### src/rtl/io_pkg.sv
// Shared definitions for the board I/O blocks: column strobe patterns,
// key code width, keypad FSM states and the per-frame scan result.
package io_pkg;

  localparam int KEY_W = 4;

  localparam logic [3:0] COL0 = 4'b1110;
  localparam logic [3:0] COL1 = 4'b1101;
  localparam logic [3:0] COL2 = 4'b1011;
  localparam logic [3:0] COL3 = 4'b0111;

  typedef enum logic {
    S_UP   = 1'b0,
    S_DOWN = 1'b1
  } state_t;

  // The key field is kept at zero when hit=0 so "none" compares equal
  // across frames as a full 5-bit value.
  typedef struct packed {
    logic             hit;
    logic [KEY_W-1:0] key;
  } frame_t;

  localparam frame_t FRAME_NONE = '{hit: 1'b0, key: '0};

  // Position of the lowest active-low row; only meaningful when r != 4'hF.
  function automatic logic [1:0] low_zero(input logic [3:0] r);
    logic [1:0] idx;
    idx = 2'd0;
    for (int i = 3; i >= 0; i--) begin
      if (!r[i]) idx = 2'(i);
    end
    return idx;
  endfunction

endpackage

### src/rtl/key_scan_timer.sv
// Column dwell divider for the keypad scan: emits one tick per dwell and
// rotates the one-cold column strobe on that tick.
module key_scan_timer
  import io_pkg::*;
#(
  parameter int SCAN_DIV = 14'h3000
) (
  input  logic       clk,
  input  logic       rst,
  output logic       tick,
  output logic [3:0] col,
  output logic [1:0] ci
);

  logic [13:0] cnt;

  assign tick = (cnt == 14'(SCAN_DIV));

  // NOTE: sequential state uses non-blocking assignments so every flop
  // samples pre-edge values regardless of block ordering.
  always_ff @(posedge clk or posedge rst) begin
    if (rst) begin
      cnt <= 14'd1;
      col <= COL0;
    end else if (tick) begin
      cnt <= 14'd1;
      col <= {col[2:0], col[3]};
    end else begin
      cnt <= cnt + 14'd1;
    end
  end

  always_comb begin
    ci = 2'd0;
    case (col)
      COL1:    ci = 2'd1;
      COL2:    ci = 2'd2;
      COL3:    ci = 2'd3;
      default: ci = 2'd0;
    endcase
  end

endmodule

### src/rtl/io_key.sv
// 4x4 matrix keypad front end: row synchronizer, per-frame capture,
// frame-level debounce, press/rollover FSM and read/clear handshake.
module io_key
  import io_pkg::*;
#(
  parameter int SCAN_DIV = 14'h3000,
  parameter int DEB_CNT  = 3
) (
  input  logic             clk,
  input  logic             rst,
  output logic [3:0]       col,
  input  logic [3:0]       row,
  output logic [KEY_W-1:0] code,
  output logic             vld,
  input  logic             rd,
  output logic             ovf,
  output logic             pressed
);

  logic       tick;
  logic [1:0] ci;
  logic [3:0] row_m, row_s;

  key_scan_timer #(.SCAN_DIV(SCAN_DIV)) u_timer (
    .clk  (clk),
    .rst  (rst),
    .tick (tick),
    .col  (col),
    .ci   (ci)
  );

  always_ff @(posedge clk or posedge rst) begin
    if (rst) begin
      row_m <= 4'hF;
      row_s <= 4'hF;
    end else begin
      row_m <= row;
      row_s <= row_m;
    end
  end

  // Frame capture: the first hit of the frame sticks (lowest ci, then ri).
  frame_t acc, smp, frm;
  logic   frame_end;

  assign frame_end = tick && (ci == 2'd3);

  // NOTE: every always_comb output gets a default first so no path can
  // leave it unassigned and infer a latch.
  always_comb begin
    smp = FRAME_NONE;
    if (row_s != 4'hF) begin
      smp.hit = 1'b1;
      smp.key = {ci, low_zero(row_s)};
    end
    frm = acc.hit ? acc : smp;
  end

  always_ff @(posedge clk or posedge rst) begin
    if (rst)            acc <= FRAME_NONE;
    else if (frame_end) acc <= FRAME_NONE;
    else if (tick)      acc <= frm;
  end

  // Debounce across whole frames.
  frame_t     cand, cand_n;
  logic [2:0] stb, stb_n;
  logic       accept;

  always_comb begin
    cand_n = cand;
    stb_n  = stb;
    if (frm == cand) begin
      if (stb != 3'(DEB_CNT)) stb_n = stb + 3'd1;
    end else begin
      cand_n = frm;
      stb_n  = 3'd1;
    end
  end

  assign accept = frame_end && (stb_n == 3'(DEB_CNT));

  always_ff @(posedge clk or posedge rst) begin
    if (rst) begin
      cand <= FRAME_NONE;
      stb  <= 3'd0;
    end else if (frame_end) begin
      cand <= cand_n;
      stb  <= stb_n;
    end
  end

  // Press FSM: a new key from either state is an event; holding is not.
  state_t           state, state_n;
  logic [KEY_W-1:0] dkey, dkey_n;
  logic             ev, ev_n;

  always_comb begin
    state_n = state;
    dkey_n  = dkey;
    ev_n    = 1'b0;
    if (accept) begin
      case (state)
        S_UP: begin
          if (cand_n.hit) begin
            state_n = S_DOWN;
            dkey_n  = cand_n.key;
            ev_n    = 1'b1;
          end
        end
        S_DOWN: begin
          if (!cand_n.hit) begin
            state_n = S_UP;
          end else if (cand_n.key != dkey) begin
            dkey_n = cand_n.key;
            ev_n   = 1'b1;
          end
        end
        default: state_n = S_UP;
      endcase
    end
  end

  always_ff @(posedge clk or posedge rst) begin
    if (rst) begin
      state <= S_UP;
      dkey  <= '0;
      ev    <= 1'b0;
    end else begin
      state <= state_n;
      dkey  <= dkey_n;
      ev    <= ev_n;
    end
  end

  assign pressed = (state == S_DOWN);

  // A new event outranks a read in the same cycle.
  always_ff @(posedge clk or posedge rst) begin
    if (rst) begin
      code <= '0;
      vld  <= 1'b0;
      ovf  <= 1'b0;
    end else if (ev) begin
      code <= dkey;
      vld  <= 1'b1;
      if (vld && !rd) ovf <= 1'b1;
    end else if (rd && vld) begin
      vld <= 1'b0;
    end
  end

endmodule

### config.mk
export PLATFORM = sky130hd
export DESIGN_NAME = io_key
export DESIGN_NICKNAME = d
export VERILOG_FILES = /design/src/rtl/io_pkg.sv /design/src/rtl/key_scan_timer.sv /design/src/rtl/io_key.sv
export SDC_FILE = /design/constraint.sdc
export NUM_CORES = 1
export LEC_CHECK = 0
export ABC_CLOCK_PERIOD_IN_PS = 2750
export CAP_MARGIN = 20
export CELL_PAD_IN_SITES_DETAIL_PLACEMENT = 0
export CELL_PAD_IN_SITES_GLOBAL_PLACEMENT = 2
export CORE_MARGIN = 10
export CORE_UTILIZATION = 39
export DETAILED_ROUTE_END_ITERATION = 8
export PLACE_DENSITY = 0.81
export SLEW_MARGIN = 20
export SYNTH_ARGS = -nofsm -noshare
export SYNTH_HDL_FRONTEND = slang
export SYNTH_SLANG_ARGS = --single-unit
### constraint.sdc
create_clock -name clk -period 2.75 [get_ports clk]
set_input_delay 0.275 -clock clk [delete_from_list [all_inputs] [get_ports clk]]
set_output_delay 0.275 -clock clk [all_outputs]
set_load 0.1 [all_outputs]
==> results.yml <==
run_status:
  outcome: "finished, final reports clean"
min_path:
  hold_path_end: "row_s[3]$_DFF_PP1_"
  hold_path.class: "register to register"
  worstHoldPathCells: 0
  min_from: "row_m[3]$_DFF_PP1_"
route:
  m1WireLength_mm: 2.200
  postRouteAntennaNets: 0
  wire_per_inst_um: 14.29
  via_per_inst: 5.105
  dr_total_vias: 1598
  totalWireLength_mm: 4.472
  wl_met3_um: 184
  top_layer: "met4"
  wl_met2_mm: 2.006
  first_pass_iters: 4
  drc_errors: 0
  drtIter0Drc: 62
power:
  p_leak_uw: 0.001295
  power_uw: 1251
  vdd_drop_max_v: 0.0002706
  cellPowerDensity_mw_per_mm2: 455.0
timing:
  worst_pin_slew_ps: 904.6
  finalHoldViolCount: 0
  clock-skew-final_ps: 5.747
  worst_hold_slack_ps: 359.9
  drv_slew: 0
  fin_ws_ps: 383.7
  max-slew-margin-rel_pct: 39.61
  rsz0062_at_grt: "false"
  setup_tns_ps: 0
  setup_viol_count_final: 0
  finalCritPeriodShare_pct: 86.05
  min_period_ps: 2366
  clock.fmax_mhz: 422.6
layout:
  final_area_mm2: 0.002749
  final_nets: 247
  area_growth_pct: 13.36
  n_antenna_cell: 0
  fillers: 572
  drive_above_1_share_pct: 22.69
critical_path:
  required_ps: 2940
  reg2reg_slack_ps: 380
  r2r-end: "dkey[2]$_DFFE_PP0P_"
  worstPathArrival_ps: 2560
  startpoint: "u_timer.cnt[1]$_DFF_PP0_"
  critPathBufInv: 1
  slowest_stage: "and4_1"
  path_cells: "inv_1 -> ha_1 -> and4bb_2 -> and4_1 -> nand2_1 -> nor3_2 -> nand3_2 -> mux2_4"
  critPathKind: "register to register"
  reg2reg_from: "u_timer.cnt[1]$_DFF_PP0_"
  end_kind: "register"
  startpoint_type: "register"
  r2r_cells: 8
  slowest_delay_ps: 450
  crit_fanout: 12
  path_delay_family: "simple AND/OR/NAND/NOR gates"
cts:
  clk_latency_ps: 300
  cts.path.max_buffers: 2
  clkTransAtPathRegs_ps: 90
  ctsHoldBuffers: 0
  htreeDepth: 2
  cts_resized: 0
  cts-buffers-inserted: 5
  clock-root-buffer: "clkbuf_8"
  cts_tree: "built"
  cts.sinks: 51
  cts_setup_buffers: 0
floorplan:
  die_h_um: 98.85
  core_area_mm2: 0.005991
  rows: 28
  start_util_pct: 40.48
  die_x_um: 98.85
  dieArea_mm2: 0.009771
  ios: 18
placed_design:
  placed_area_mm2: 0.002654
  portBuffers: 17
  dp_hpwl_mm: 3.320
  post-place-ws_ps: 376.6
  routabilityCongestion: 0.7477
global_routing:
  grt.overflow.total: 0
  track_usage_pct: 9.967
  antenna_found_initial: 0
  grt_pass1_wl_mm: 8.128
  grt_max_degree: 45
  first_global_vias: 1670
logic_synthesis:
  ys_ff_latch: 51
  synth-edff-count: 0
  ys_seq_area_share_pct: 53.25
  synthFlopType: "dfrtp_1"
  yosysWarnings: 0
  netlist_instances: 215
  async_flop_share_pct: 100.0
  syn-cell-area_mm2: 0.002425
  yosysTopAreaCell: "dfrtp_1"
  syn_avg_cell_area_um2: 11.28
  synth.area.top_cells: "dfrtp_1 40%, dfstp_2 13%, nand2_1 5.7%"
  synth_cell_types: 54
  syn_nets: 225
  netlist.area_leader.share_pct: 40.25
flow_run:
  max_cap_viol_count: 0
sequential cells by signal, indices dropped and copies added (netlist names), 3 cells and up:
register,count
row_m,4
u_timer.col,4
cand,5
dkey,4
stb,3
row_s,4
u_timer.cnt,14
code,4
acc,5
cell usage after synthesis, types with 3 or more instances:
cell type,instances
xor2_1,8
inv_1,7
and2_1,4
o21ai_0,7
xnor2_1,13
mux2_4,3
and3_1,4
nor2_1,12
nand3_1,7
dfrtp_1,39
nand2_1,37
mux2i_1,3
dfstp_2,12
buf_2,3
mux2_2,4
ha_1,3
report_power, final:
part	internal (µW)	switching (µW)	total [µW]
clock network	206	240	446
logic	16.2	24.4	40.5
registers	760	3.82	764
total	983	268	1250
cells in the final DEF, fill, tap and decap left out, drive strengths merged, types with 2 or more instances in the layout:
cell           netlist  routed
a22o                 2       2
clkbuf               1       7
and3                 4       4
o21ai                7       7
ha                   3       3
nand2b               3       3
xor2                 8       8
nor3b                2       2
nor3                 2       2
nand4                4       4
nor2                12      12
buf                  4      14
a21o                 2       2
nor4                 3       3
a31o                 3       3
dfstp               12      12
nand3                8       8
and2                 4       4
dfrtp               39      39
mux2                 8       8
nor2b                2       2
a21oi                2       2
inv                  7       7
xnor2               13      13
mux2i                3       3
nand2               37      37
and4                 2       2
clkdlybuf4s50        0       6
per-stage QoR:
step | utilization (%) | cells
5_1_grt | 45.89 | 313
3_5_place_dp | 44.30 | 305
6_report | 45.89 | 313
3_3_place_gp | 44.30 | 305
4_1_cts | 45.89 | 313
2_1_floorplan | - | 215
worst max path at each step:
stage                               end  cells past startpoint
detailed placement  dkey[2]$_DFFE_PP0P_                      8
global placement    dkey[3]$_DFFE_PP0P_                      8
global route        dkey[0]$_DFFE_PP0P_                      8
floorplan           pressed$_DFFE_PP0P_                      7
CTS                 dkey[0]$_DFFE_PP0P_                      8
finish              dkey[2]$_DFFE_PP0P_                      8
kinds of logic (layout without fill, tap and decap cells):
| kind of cell | after synthesis | after routing | synth area share, % |
|---|---|---|---|
| multiplexers | 11 | 11 | 5.418 |
| AND/OR/NAND/NOR | 88 | 88 | 19.76 |
| adder cells (fa/ha/maj) | 3 | 3 | 1.548 |
| XOR/XNOR | 21 | 21 | 7.585 |
| flip-flops | 51 | 51 | 53.25 |
| buffers and inverters | 13 | 36 | 3.044 |
| AO/OA/AOI/OAI | 28 | 28 | 9.392 |
area by class of cell:
cell class                 count  area (µm²)  area share, %
multi-input combinational    151        1060          38.55
timing repair buffer          20       165.2          6.008
clock inverter                 1       8.758         0.3186
sequential                    51        1291          46.97
clock buffer                   7       86.33          3.141
tap                           75       93.84          3.414
inverter                       8       43.79          1.593
routing by layer:
metal / track usage [%] / vias to the layer above
li1: - / 786
met5: 0 / -
met1: 12.86 / 780
met4: 3.859 / 0
met2: 15.18 / 24
met3: 3.073 / 8
Power figures use the tool's default switching activity.
